$ cat src/rtl/seven_segment_pkg.sv
// Shared constants for the seconds counter: counter width, reset compare, segment patterns.
// Latency: n/a (constants only).
// Backpressure: n/a.
package seven_segment_pkg;

    localparam int unsigned COUNTER_W = 24;

    // One real second at a 16 MHz user clock.
    localparam logic [COUNTER_W-1:0] DEFAULT_COMPARE = 24'd16_000_000;

    // Segment patterns {g,f,e,d,c,b,a}; 1 = segment lit (common cathode).
    localparam logic [6:0] SEG_0     = 7'b0111111;
    localparam logic [6:0] SEG_1     = 7'b0000110;
    localparam logic [6:0] SEG_2     = 7'b1011011;
    localparam logic [6:0] SEG_3     = 7'b1001111;
    localparam logic [6:0] SEG_4     = 7'b1100110;
    localparam logic [6:0] SEG_5     = 7'b1101101;
    localparam logic [6:0] SEG_6     = 7'b1111100;
    localparam logic [6:0] SEG_7     = 7'b0000111;
    localparam logic [6:0] SEG_8     = 7'b1111111;
    localparam logic [6:0] SEG_9     = 7'b1100111;
    localparam logic [6:0] SEG_BLANK = 7'b0000000;

endpackage

$ cat src/rtl/seven_segment_seconds_if.sv
// Bus bundle for the seconds display: compare load strobe in, segment drive out.
// Latency: n/a (wires only).
// Backpressure: none; the strobe is accepted unconditionally.
interface seven_segment_seconds_if;
    import seven_segment_pkg::*;

    logic [COUNTER_W-1:0] compare_in;
    logic                 update_compare;
    logic [6:0]           led_out;
    logic [6:0]           led_oeb;

    // Controller side: loads a new period and watches the display pads.
    modport master (
        output compare_in,
        output update_compare,
        input  led_out,
        input  led_oeb
    );

    // Display block side.
    modport slave (
        input  compare_in,
        input  update_compare,
        output led_out,
        output led_oeb
    );

endinterface

$ cat src/rtl/seg7_decoder.sv
// Maps a BCD digit to its common-cathode seven-segment pattern.
// Latency: purely combinational.
// Backpressure: none.
module seg7_decoder
    import seven_segment_pkg::*;
(
    input  logic [3:0] digit,
    output logic [6:0] seg
);

    // Digit-to-segment lookup; codes 10-15 never occur but blank the display if they do.
    always_comb begin
        seg = SEG_BLANK;
        case (digit)
            4'd0:    seg = SEG_0;
            4'd1:    seg = SEG_1;
            4'd2:    seg = SEG_2;
            4'd3:    seg = SEG_3;
            4'd4:    seg = SEG_4;
            4'd5:    seg = SEG_5;
            4'd6:    seg = SEG_6;
            4'd7:    seg = SEG_7;
            4'd8:    seg = SEG_8;
            4'd9:    seg = SEG_9;
            default: seg = SEG_BLANK;
        endcase
    end

endmodule

$ cat src/rtl/seven_segment_seconds.sv
// Counts clock cycles up to a programmable compare value and steps a 0-9 digit on each tick.
// Latency: led_out follows the digit register combinationally (same cycle as the digit update).
// Backpressure: none; update_compare is a single-cycle strobe taken immediately.
module seven_segment_seconds
    import seven_segment_pkg::*;
(
    input  logic                   clock,
    input  logic                   resetb,
    seven_segment_seconds_if.slave bus
);

    logic [COUNTER_W-1:0] counter_q, counter_d;
    logic [COUNTER_W-1:0] compare_q, compare_d;
    logic [3:0]           digit_q,   digit_d;

    logic [COUNTER_W:0]   count_inc;
    logic                 tick;
    logic [6:0]           seg_pat;

    // Tick test is one bit wider than the counter so counter+1 can never wrap.
    // Using >= also makes compare values of 0 and 1 tick every cycle.
    always_comb begin
        count_inc = {1'b0, counter_q} + {{COUNTER_W{1'b0}}, 1'b1};
        tick      = (count_inc >= {1'b0, compare_q});
    end

    // Next-state: a compare load restarts the period; otherwise tick or keep counting.
    always_comb begin
        counter_d = counter_q;
        compare_d = compare_q;
        digit_d   = digit_q;
        if (bus.update_compare) begin
            compare_d = bus.compare_in;
            counter_d = '0;
        end else if (tick) begin
            counter_d = '0;
            digit_d   = (digit_q == 4'd9) ? 4'd0 : digit_q + 4'd1;
        end else begin
            counter_d = count_inc[COUNTER_W-1:0];
        end
    end

    // State registers with synchronous active-low reset back to digit 0 and the 1 s period.
    always_ff @(posedge clock) begin
        if (!resetb) begin
            counter_q <= '0;
            compare_q <= DEFAULT_COMPARE;
            digit_q   <= 4'd0;
        end else begin
            counter_q <= counter_d;
            compare_q <= compare_d;
            digit_q   <= digit_d;
        end
    end

    seg7_decoder u_dec (
        .digit (digit_q),
        .seg   (seg_pat)
    );

    assign bus.led_out = seg_pat;
    assign bus.led_oeb = 7'b0000000;

endmodule

$ cat src/flat_wrapper.sv
// flat-port wrapper written by rule: the top's interface ports become plain ports
module seven_segment_seconds_flat import seven_segment_pkg::*;
  (clock, resetb, bus_compare_in, bus_update_compare, bus_led_out, bus_led_oeb);
  seven_segment_seconds_if bus_i ();
  input  logic clock;
  input  logic resetb;
  input wire logic [$bits(bus_i.compare_in)-1:0] bus_compare_in;
  input wire logic [$bits(bus_i.update_compare)-1:0] bus_update_compare;
  output wire logic [$bits(bus_i.led_out)-1:0] bus_led_out;
  output wire logic [$bits(bus_i.led_oeb)-1:0] bus_led_oeb;
  assign bus_i.compare_in = bus_compare_in;
  assign bus_i.update_compare = bus_update_compare;
  assign bus_led_out = bus_i.led_out;
  assign bus_led_oeb = bus_i.led_oeb;
  seven_segment_seconds u_core (.clock(clock), .resetb(resetb), .bus(bus_i));
endmodule
$ cat config.mk
export PLATFORM = sky130hd
export DESIGN_NAME = seven_segment_seconds_flat
export DESIGN_NICKNAME = d
export VERILOG_FILES = /design/src/rtl/seven_segment_pkg.sv /design/src/rtl/seven_segment_seconds_if.sv /design/src/rtl/seg7_decoder.sv /design/src/rtl/seven_segment_seconds.sv /design/src/flat_wrapper.sv
export SDC_FILE = /design/constraint.sdc
export NUM_CORES = 1
export LEC_CHECK = 0
export CORE_ASPECT_RATIO = 1.75
export CORE_MARGIN = 2
export CORE_UTILIZATION = 31
export CTS_BUF_LIST = sky130_fd_sc_hd__clkbuf_16
export DETAILED_ROUTE_END_ITERATION = 10
export HOLD_SLACK_MARGIN = 0.02
export PLACE_DENSITY = 0.5
export SYNTH_ARGS = -nofsm -noshare
export SYNTH_HDL_FRONTEND = slang
export SYNTH_SLANG_ARGS = --single-unit
export TNS_END_PERCENT = 10
$ cat constraint.sdc
create_clock -name clock -period 5.68 [get_ports clock]
set_input_delay 0.568 -clock clock [delete_from_list [all_inputs] [get_ports clock]]
set_output_delay 0.568 -clock clock [all_outputs]
set_load 0.02 [all_outputs]
; Word level (Yosys, flattened, before mapping)
; Memory sizes are Yosys's and may differ from the RTL's. A register that Yosys moved wholly into a read port is not among the register bits.
; Index checks and enable logic that the tools add are counted.
[totals]
inputBits = 27
out_inout_bits = 14
n_memories = 1
word_cells = 15
rom_bits = 112
reg_bits = 52
[classes]
eq_ne = 1
n_bitwise = 2
mux = 3
order_cmp = 1
n_reduce_logical = 2
addsub = 2
[mem_list]
columns = memory, words, width, read_ports, rd_ports_with_merged_regs, wr, line_no
row1 = (name not given), 16, 7, 1, 1, 0, seg7_decoder.sv:14  ; case (digit)
[op_table]
columns = cell, count
row1 = adder 24 x 1 -> 25 bit (second input constant), 1
row2 = >= comparator 25 x 24 -> 1 bit, 1
row3 = 2-to-1 mux 4 bit, 3
row4 = adder 4 x 1 -> 4 bit (second input constant), 1
row5 = == test 4 bit (second input constant), 1
row6 = OR reduction 3 bit, 1
row7 = NOT 1 bit, 2
row8 = AND reduction 2 bit, 1

; Logic depth before layout (Yosys ltp)
[depth]
ltp_word = 5
depth_mapped = 21
mapped_depth_nobuf = 21

; Hierarchy
; From an unflattened synthesis, not the netlist that was laid out.
[unflattened]
cells_unflattened = 334
area_unflattened_um2 = 3020.4
[modules_own_cells]
columns = mod, n_inst, area_per_inst_um2, cells_per_inst, seq_area_each_um2
row1 = seven_segment_seconds, 1, 2835.2, 307, 1041.0
row2 = seg7_decoder, 1, 185.2, 27, 0.0

; Worst setup path after synthesis
; OpenSTA, ideal clock, no wires.
[synth_path]
path_kind = reg-to-reg
start = reg u_core.counter_q[0]
end = reg u_core.u_dec.seg[4] (netlist name)
synth_period_minus_slack_ps = 4543
path_buffers = 1
arrival_ps = 4416
setup_time_ps = 127
required_ps = 5553
stages_incl_launch_ff = 22
slack_ps = 1137
path_cell_list = dfxtp_1 > ha_1 > nand2_1 > or4b_1 > buf_2 > or3_1 > nand2b_1 > xnor2_1 > ha_1 > nand4_1 > o21bai_1 > a311oi_1 > a21oi_1 > o21bai_1 > xor2_1 > nor2_1 > inv_1 > ha_1 > o21ai_0 > nor2_1 > a2111oi_0 > o21ai_1
[synth_between]
elab_chain_cells = 5
[synth_lines]
columns = element, line_no
row1 = start: declaration, seven_segment_seconds.sv:12  ; logic [COUNTER_W-1:0] counter_q, counter_d;
row2 = start signal: assignment, seven_segment_seconds.sv:50  ; counter_q <= counter_d;
row3 = adder 24 x 1 -> 25 bit, seven_segment_seconds.sv:23  ; count_inc = {1'b0, counter_q} + {{COUNTER_W{1'b0}}, 1'b1};
row4 = via u_core.count_inc[22], seven_segment_seconds.sv:16  ; logic [COUNTER_W:0] count_inc;
row5 = >= comparator 25 x 24 -> 1 bit, seven_segment_seconds.sv:24  ; tick = (count_inc >= {1'b0, compare_q});
row6 = AND reduction 2 bit (no source line), -
row7 = 2-to-1 mux 4 bit (no source line) (2 in series), -
; The timed path passes the listed nets, and every way through them passes these cells.
; A chain may end at the register's enable or synchronous reset.

; Worst setup path after layout
[layout_path]
start = reg u_core.counter_q[0]
end = reg u_core.u_dec.seg[4] (netlist name)
[layout_between]
elab_chain_cells = 5
[layout_lines]
columns = element, line_no
row1 = adder 24 x 1 -> 25 bit, seven_segment_seconds.sv:23
row2 = via u_core.count_inc[22], seven_segment_seconds.sv:16
row3 = >= comparator 25 x 24 -> 1 bit, seven_segment_seconds.sv:24
row4 = AND reduction 2 bit (no source line), -
row5 = 2-to-1 mux 4 bit (no source line) (2 in series), -
; The timed path passes the listed nets, and every way through them passes these cells.

==> flow_summary.ini <==
[outcome]
outcome = complete, no violations

[detailed_routing]
drt-total-wl_um = 7171
wl_per_cell_um = 13.43
vias = 2496
detail-route-antenna-nets = 0
dr.pass1.iters = 5
drc = 0
vias_per_cell = 4.674
dr.first_iter.drc_count = 105

[timing]
finalSetupTns_ns = 0
fmax_mhz = 198.7
drv_slew = 0
worst_clock_skew_ns = 0.006909
slew_headroom = 0.4310
layout_min_cycle_time_ns = 5.032
tightestPinTransition_ns = 0.8535
hold_viol = 0
fin_crit_sh = 0.8860
setup_viol = 0
rsz0062_at_grt = false

[global_routing]
grt_pass1_wl_um = 12340
antenna_found_initial = 0
grt_max_degree = 35
grt_pass1_vias = 2614
grt.overflow.total = 0
grtUsageTotal = 0.1426

[place]
portBuffers = 33
hpwl_um = 5482
place_congestion = 0.8583
placed_cell_area_um2 = 3692

[clocking]
post_cts_buffers = 0
clock-root-buffer = clkbuf_16
clockBufferDepth = 2
clk_latency_ns = 0.33
clk_pin_slew_worst_paths_ns = 0.05
cts_tree = yes
htreeDepth = 3
cts_made_buffers = 9
cts_resized = 0
holdBufCountCts = 0
cts.sinks = 59

[pwr]
powerDensity_nw_per_um2 = 247.6
p_leak_nw = 1.713
p_total_mw = 0.9772
vdd_drop_max_mv = 0.1417

[layout]
fin_nets = 459
antenna_cells = 0
fin_util = 0.3831
fillers = 1089
layout-drive-gt1-share = 0.04668
postLayoutCellArea_um2 = 3946
syn_to_final_growth_pct = 20.75

[synthesis]
synthFlopType = dfxtp_1
ys_seq_area_frac = 0.3614
syn-instance-count = 370
synthDistinctLibCells = 49
ys_ff_latch = 59
postSynthAreaPerCell_um2 = 8.833
syn_area_um2 = 3268
synth_warnings = 0
synth_edf_count = 0
ys_async_sr_fraction = 0

[setup_path]
cp_data_arrival_time_ns = 5.24
cp-start-kind = flop
startpoint = u_core.counter_q[0]
setup.worst_path.class = flop to flop
endpoint_kind = flop
cp.required_ns = 5.89
ff2ff_setup_slack_ns = 0.65
worstReg2RegStart = u_core.counter_q[0]
path_max_fanout = 5

[floorplanning]
die_area_um2 = 11410
coreArea_um2 = 10300
start_util = 0.3173
rows = 49
io_pins = 41
die_w_um = 81.62
die_h_um = 139.8

[min_path]
worstHoldStart = u_core.counter_q[0]
hp-class = flop to flop

[job]
maxCapViolations = 0
[power breakdown]
| part | switching, mW | internal [mW] |
|---|---|---|
| registers | 0.00510 | 0.426 |
| logic | 0.0413 | 0.0359 |
| clock network | 0.184 | 0.285 |
[area by class of cell]
cell class	instances	area, um^2	area share
sequential	59	1181	0.2993
multi-input combinational	262	1876	0.4753
inverter	35	131.4	0.03329
tap	127	158.9	0.04027
clock inverter	7	28.78	0.007292
clock buffer	9	225.2	0.05707
timing repair buffer	35	345.3	0.08751
[per-stage QoR]
step / worst slack [ns] / hold slack, ns / std cells
after detailed placement: 0.6598 / 0.4666 / 518
after floorplan: 1.137 / 0.4329 / 376
after CTS: 0.6488 / 0.4780 / 534
final: 0.6475 / 0.4702 / 534
after global routing: 0.03250 / 0.4953 / 534
after global placement: 0.8542 / 0.4447 / 518
[state kept, by name, indices dropped and copies added, names as in the netlist]
register          cells
u_core.u_dec.seg      7
u_core.digit_q        4
u_core.counter_q     24
u_core.compare_q     24
[worst max-delay path, stage by stage (launching register included)]
cell and delay, ns:
dfxtp_1 0.37, ha_1 0.21, nand2_1 0.10, or4b_1 0.64
or3_1 0.46, nand2b_1 0.18, xnor2_1 0.16, ha_1 0.31
nand4_1 0.11, o21bai_1 0.21, a311oi_1 0.07, a21oi_1 0.47
o21bai_1 0.24, xor2_1 0.21, nor2_1 0.20, inv_1 0.12
ha_1 0.22, o21ai_0 0.15, nor2_1 0.05, a2111oi_0 0.33
o21ai_1 0.10
[metal layers]
metal | vias to the layer above | track usage | routed length [um]
met1 | 1143 | 0.1679 | 3164
met5 | - | 0 | 0
met4 | 0 | 0.06579 | 167
li1 | 1307 | - | -
met3 | 11 | 0.03826 | 197
met2 | 35 | 0.2355 | 3641
[cells in the mapped netlist (2+ instances only)]
| cell | instances | area, um^2 |
|---|---|---|
| xnor2_1 | 11 | 96.34 |
| a21oi_1 | 10 | 50.05 |
| dfxtp_1 | 59 | 1181 |
| nand2b_1 | 2 | 12.51 |
| buf_1 | 3 | 11.26 |
| a2111oi_0 | 3 | 26.28 |
| nand2_1 | 25 | 93.84 |
| clkbuf_1 | 9 | 33.78 |
| nor2_1 | 41 | 153.9 |
| o21bai_1 | 2 | 15.01 |
| nand3_1 | 12 | 60.06 |
| and2_1 | 2 | 12.51 |
| mux2i_1 | 22 | 220.2 |
| a22o_1 | 2 | 17.52 |
| nor2b_1 | 24 | 150.1 |
| nand4_1 | 7 | 43.79 |
| inv_1 | 35 | 131.4 |
| or3_1 | 2 | 12.51 |
| o211ai_1 | 7 | 52.55 |
| and3_1 | 2 | 12.51 |
| ha_1 | 30 | 375.4 |
| buf_4 | 7 | 52.55 |
| xor2_1 | 12 | 105.1 |
| and4_1 | 3 | 26.28 |
| a211oi_1 | 2 | 15.01 |
| nor3_1 | 4 | 20.02 |
| a21o_1 | 3 | 22.52 |
| o21ai_0 | 5 | 25.02 |
| o21ai_1 | 4 | 20.02 |
[cells by family (layout without fill, tap and decap cells)]
kind of cell / after synthesis / after routing / share of synthesized area
multiplexers: 24 / 24 / 0.07772
other: 1 / 7 / 0.001147
buffers and inverters: 55 / 86 / 0.07159
adder cells (fa/ha/maj): 30 / 30 / 0.1149
AND/OR/NAND/NOR: 129 / 129 / 0.1949
flip-flops: 59 / 59 / 0.3614
AO/OA/AOI/OAI: 49 / 49 / 0.1168
XOR/XNOR: 23 / 23 / 0.06164
[placed cells by master (no fill, tap or decap), types with 4 or more instances in the layout]
master,synthesis,layout
mux2i_1,22,22
nor2_1,41,41
o21ai_1,4,4
clkbuf_16,0,9
xor2_1,12,12
nand2_1,25,25
nor3_1,4,4
conb_1,1,7
xnor2_1,11,11
o21ai_0,5,5
nand4_1,7,7
clkdlybuf4s50_1,0,33
nand3_1,12,12
inv_1,35,38
dfxtp_1,59,59
a21oi_1,10,10
ha_1,30,30
nor2b_1,24,24
o211ai_1,7,7
[final timing paths]
kind,to,cells past startpoint
setup / recovery,u_core.u_dec.seg[4],20
hold / removal,u_core.counter_q[0],1
setup reg to reg,u_core.u_dec.seg[4],20
hold reg to reg,u_core.counter_q[0],1
(Power assumes the default switching activity.)
